### src/rtl/shift_seq_ctrl_if.sv
`default_nettype none
// ============================================================================
// Module      : shift_seq_ctrl_if
// Description : Launch/completion bundle between EX-stage control and the
//               iterative shift sequencer.
// Revision    : 1.0 - initial release
// ============================================================================
interface shift_seq_ctrl_if #(
  parameter int N   = 32,
  parameter int SHW = 5
);
  logic           start;
  logic [1:0]     op;
  logic [N-1:0]   a;
  logic [SHW-1:0] shamt;
  logic           busy;
  logic           done;
  logic [N-1:0]   result;

  modport master (
    output start, op, a, shamt,
    input  busy, done, result
  );

  modport slave (
    input  start, op, a, shamt,
    output busy, done, result
  );
endinterface
`default_nettype wire

### src/rtl/shift_seq_ctrl.sv
`default_nettype none
// ============================================================================
// Module      : shift_seq_ctrl
// Description : SLL/SRL/SRA by iterating a one-bit shift stage once per clock.
// Revision    : 1.0 - initial release
// ============================================================================
module shift_seq_ctrl #(
  parameter int N   = 32,
  parameter int SHW = 5
) (
  input  wire            clk,
  input  wire            rst,
  shift_seq_ctrl_if.slave bus
);

  localparam logic [1:0] c_op_sll = 2'b00;
  localparam logic [1:0] c_op_srl = 2'b01;
  localparam logic [1:0] c_op_rsv = 2'b10;
  localparam logic [1:0] c_op_sra = 2'b11;

  typedef enum logic [1:0] {
    ST_IDLE  = 2'd0,
    ST_SHIFT = 2'd1,
    ST_DONE  = 2'd2
  } state_t;

  state_t         r_state;
  logic [N-1:0]   r_w;
  logic [SHW-1:0] r_cnt;
  logic [1:0]     r_op;
  logic           r_busy;
  logic           r_done;
  logic [N-1:0]   r_result;

  logic [N-1:0]   w_step;
  logic           w_pass;

  function automatic logic [N-1:0] f_step(input logic [N-1:0] w, input logic [1:0] op);
    case (op)
      c_op_sll: f_step = {w[N-2:0], 1'b0};
      c_op_srl: f_step = {1'b0, w[N-1:1]};
      c_op_sra: f_step = {w[N-1], w[N-1:1]};
      default:  f_step = w;
    endcase
  endfunction

  assign w_step = f_step(r_w, r_op);
  // Zero amount or the reserved opcode complete immediately with a unchanged.
  assign w_pass = (bus.shamt == '0) || (bus.op == c_op_rsv);

  always_ff @(posedge clk or posedge rst) begin
    if (rst) begin
      r_state  <= ST_IDLE;
      r_w      <= '0;
      r_cnt    <= '0;
      r_op     <= c_op_sll;
      r_busy   <= 1'b0;
      r_done   <= 1'b0;
      r_result <= '0;
    end else begin
      case (r_state)
        ST_IDLE, ST_DONE: begin
          if (bus.start) begin
            r_w   <= bus.a;
            r_cnt <= bus.shamt;
            r_op  <= bus.op;
            if (w_pass) begin
              r_state  <= ST_DONE;
              r_busy   <= 1'b0;
              r_done   <= 1'b1;
              r_result <= bus.a;
            end else begin
              r_state <= ST_SHIFT;
              r_busy  <= 1'b1;
              r_done  <= 1'b0;
            end
          end else begin
            r_state <= ST_IDLE;
            r_busy  <= 1'b0;
            r_done  <= 1'b0;
          end
        end

        ST_SHIFT: begin
          r_w   <= w_step;
          r_cnt <= r_cnt - SHW'(1);
          if (r_cnt == SHW'(1)) begin
            r_state  <= ST_DONE;
            r_busy   <= 1'b0;
            r_done   <= 1'b1;
            r_result <= w_step;
          end else begin
            r_busy <= 1'b1;
            r_done <= 1'b0;
          end
        end

        default: begin
          r_state <= ST_IDLE;
          r_busy  <= 1'b0;
          r_done  <= 1'b0;
        end
      endcase
    end
  end

  assign bus.busy   = r_busy;
  assign bus.done   = r_done;
  assign bus.result = r_result;

endmodule
`default_nettype wire
### src/flat_wrapper.sv
// flat-port wrapper written by rule: the top's interface ports become plain ports
module shift_seq_ctrl_flat 
#(
  parameter int N   = 32,
  parameter int SHW = 5
)
  (clk, rst, bus_start, bus_op, bus_a, bus_shamt, bus_busy, bus_done, bus_result);
  shift_seq_ctrl_if #(.N(N), .SHW(SHW)) bus_i ();
  input  wire clk;
  input  wire rst;
  input wire logic [$bits(bus_i.start)-1:0] bus_start;
  input wire logic [$bits(bus_i.op)-1:0] bus_op;
  input wire logic [$bits(bus_i.a)-1:0] bus_a;
  input wire logic [$bits(bus_i.shamt)-1:0] bus_shamt;
  output wire logic [$bits(bus_i.busy)-1:0] bus_busy;
  output wire logic [$bits(bus_i.done)-1:0] bus_done;
  output wire logic [$bits(bus_i.result)-1:0] bus_result;
  assign bus_i.start = bus_start;
  assign bus_i.op = bus_op;
  assign bus_i.a = bus_a;
  assign bus_i.shamt = bus_shamt;
  assign bus_busy = bus_i.busy;
  assign bus_done = bus_i.done;
  assign bus_result = bus_i.result;
  shift_seq_ctrl #(.N(N), .SHW(SHW)) u_core (.clk(clk), .rst(rst), .bus(bus_i));
endmodule
### config.mk
export PLATFORM = sky130hd
export DESIGN_NAME = shift_seq_ctrl_flat
export DESIGN_NICKNAME = d
export VERILOG_FILES = /design/src/rtl/shift_seq_ctrl_if.sv /design/src/rtl/shift_seq_ctrl.sv /design/src/flat_wrapper.sv
export SDC_FILE = /design/constraint.sdc
export NUM_CORES = 1
export LEC_CHECK = 0
export ABC_AREA = 1
export BUFFER_PORTS_ARGS = -buffer_cell sky130_fd_sc_hd__buf_2
export CAP_MARGIN = 15
export CORE_MARGIN = 5
export CORE_UTILIZATION = 45
export CTS_BUF_LIST = sky130_fd_sc_hd__clkbuf_4
export DETAILED_ROUTE_END_ITERATION = 10
export PLACE_DENSITY = 0.66
export SYNTH_ARGS = -nofsm -noshare
export SYNTH_HDL_FRONTEND = slang
export SYNTH_SLANG_ARGS = --single-unit
### constraint.sdc
create_clock -name clk -period 4.37 [get_ports clk]
set_input_delay 0.437 -clock clk [delete_from_list [all_inputs] [get_ports clk]]
set_output_delay 0.437 -clock clk [all_outputs]
set_load 0.05 [all_outputs]
==> flow_summary.json <==
{
  "place.gp.congestion": 0.811,
  "fin_crit_sh": 0.563,
  "drc": 0,
  "critical_path_class": "flip-flop to flip-flop",
  "switching_share": 0.552,
  "antenna_cells": 0,
  "grt_max_degree": 40,
  "drt-total-wl_microns": 9670,
  "rsz0062_at_grt": "no",
  "viasPerCell": 5.01,
  "hold_viol_final": 0,
  "cap_violations": 0,
  "cts_max_path_buffers": 2,
  "detail-route-antenna-nets": 0,
  "drt_iter0_markers": 291,
  "insertion_delay_ps": 420,
  "setup_viol": 0,
  "avgSynthCellArea_sq_um": 6.93,
  "cp_max_fo": 39,
  "grt-ovfl-total": 0,
  "critPathTopFamily": "simple AND/OR/NAND/NOR gates",
  "crit_chain": "inv_1 -> nand2_2 -> inv_4 -> nand3_2 -> nand2_2 -> nand2_2 -> nand2_1 -> nand2_1",
  "worstPathArrival_ps": 2770,
  "synth-seq-cells": 75,
  "worstMarginPinSlew_ps": 1180,
  "r2r_slack_ps": 1910,
  "slowest_delay_ps": 540,
  "numCtsBuffers": 9,
  "yosysWarnings": 0,
  "fin_cells": 752,
  "antenna_found_initial": 0,
  "track_usage": 0.179,
  "dp_cells": 737,
  "place_ws_ps": 1890,
  "ctsRootBufferMaster": "clkbuf_4",
  "core-area_sq_mm": 0.00876,
  "p_leak_nw": 2.63,
  "drv_slew": 0,
  "start_util": 0.464,
  "hpwl_microns": 6110,
  "nets": 685,
  "cp-start-kind": "flip-flop",
  "worst_r2r_path_depth": 8,
  "seq_area_frac_synth": 0.462,
  "pwr-share-comb": 0.569,
  "fmax_mhz": 406,
  "finalClockSkew_ps": 17.7,
  "multi_input_area_sq_mm": 0.00191,
  "layout_common_cells": "nand2_1, buf_2, dfrtp_1",
  "min-delay-path-class": "primary input to asynchronous set/reset pin",
  "hold_buffers": 0,
  "area_growth_pct": 10.2,
  "ios": 76,
  "clock-sinks": 75,
  "first_global_vias": 3698,
  "p_sw_mw": 2.14,
  "layout_commonest_cell": "nand2_1",
  "vias": 3766,
  "yosysUniqueCellTypes": 20,
  "regArea_sq_mm": 0.00188,
  "fillers": 887,
  "critical_path_buf_inv_count": 2,
  "dieArea_sq_mm": 0.0110,
  "path_common_cell": "nand2_2",
  "synth_nets": 631,
  "cp.depth": 8,
  "p_int_mw": 1.74,
  "io_buffer_count": 75,
  "r2r_start": "u_core.r_state[1]",
  "syn-cell-area_sq_mm": 0.00407,
  "clk_pin_slew_ps": 120,
  "postCtsSetupBuffers": 0,
  "first_pass_iters": 5,
  "maxSlewHeadroom": 0.213,
  "critical-path-slowest-cell": "inv_4",
  "worst_hold_slack_ps": 147,
  "syn_inst": 587,
  "ir_drop_v": 0.000377,
  "rows": 34,
  "grt_pass1_wl_microns": 16700,
  "fp.dieW_microns": 105,
  "worst_slack_ps": 1910,
  "htreeDepth": 3,
  "pwr-share-seq": 0.340,
  "powerDensity_mw_per_mm2": 865,
  "critPathCaptureType": "flip-flop",
  "fp.dieH_microns": 105,
  "layout-drive-gt1-share": 0.160,
  "cts_resized": 0,
  "required_ps": 4680,
  "reg2reg_to": "u_core.bus.result[20]",
  "power_frac_clock": 0.091,
  "status": "complete, no violations",
  "worstSetupStartpoint": "u_core.r_state[1]",
  "tns_ps": 0,
  "power_mw": 3.87,
  "detail_route.wl_per_cell_microns": 12.9,
  "cts_tree": "yes",
  "period_needed_ps": 2460,
  "crit_end": "u_core.bus.result[20]"
}
how the worst min path moves through the flow:
stage / slack (ps) / start / end
global route: 240 / rst / u_core.r_w[22]
detailed placement: 460 / u_core.bus.result[24] / u_core.bus.result[24]
CTS: 180 / rst / u_core.r_w[22]
finish: 150 / rst / u_core.bus.result[23]
global placement: 460 / u_core.bus.result[12] / u_core.bus.result[12]
floorplan: 470 / u_core.r_cnt[4] / u_core.r_cnt[4]
power by group through the flow:
stage	Combinational [mW]	Sequential (mW)	Clock, mW
after global routing	2.48	1.37	0.392
after floorplan	1.40	1.75	0
after CTS	2.17	1.34	0.365
after global placement	2.12	1.35	0
final	2.20	1.32	0.352
after detailed placement	2.17	1.35	0
metal layers:
metal / vias to the layer above / wire length [microns] / GRT usage
met2: 98 / 4420 / 0.293
met3: 11 / 478 / 0.0351
li1: 1928 / - / -
met5: - / 0 / 0
met1: 1729 / 4620 / 0.235
met4: 0 / 146 / 0.0639
through the flow:
stage	utilization	instance area, sq um
floorplan	-	4070
global placement	0.497	4360
detailed placement	0.497	4360
CTS	0.508	4450
global route	0.511	4480
finish	0.511	4480
cell type report:
class	count	area share
Multi-Input combinational cell	465	0.426
Timing Repair Buffer	77	0.0916
Inverter	13	0.0115
Tap cell	108	0.0302
Sequential cell	75	0.419
Clock buffer	10	0.0168
Clock inverter	4	0.00447
synthesized netlist by cell type, drive strengths merged:
master / count / area (sq um)
nand2: 370 / 1410
dfrtp: 75 / 1880
nand3: 68 / 345
buf: 34 / 228
inv: 13 / 51.3
nor2: 10 / 45.0
o21ai: 8 / 40.0
a21oi: 3 / 15.0
ha: 2 / 25.0
o221ai: 2 / 17.5
a31oi: 1 / 6.26
xnor2: 1 / 8.76
worst reg2reg max path: stages, from the launching register on:
cell	delay, ps
dfrtp_1	390
inv_1	60
nand2_2	460
inv_4	540
nand3_2	180
nand2_2	110
nand2_2	350
nand2_1	190
nand2_1	60
state kept, by name (all words and copies together), names as in the netlist:
signal and cells:
u_core.bus.result 32, u_core.r_w 32, u_core.r_cnt 5, u_core.r_op 2, u_core.r_state 2, u_core.bus.busy 1, u_core.bus.done 1
kinds of logic (layout without fill, tap and decap cells):
family | Yosys count | in the layout | synth area share
AND/OR/NAND/NOR | 448 | 448 | 0.442
flip-flops | 75 | 75 | 0.462
buffers and inverters | 47 | 104 | 0.0686
AO/OA/AOI/OAI | 14 | 14 | 0.0194
adder cells (fa/ha/maj) | 2 | 2 | 0.00615
XOR/XNOR | 1 | 1 | 0.00215
No activity file was read; power rests on OpenSTA's default activity.
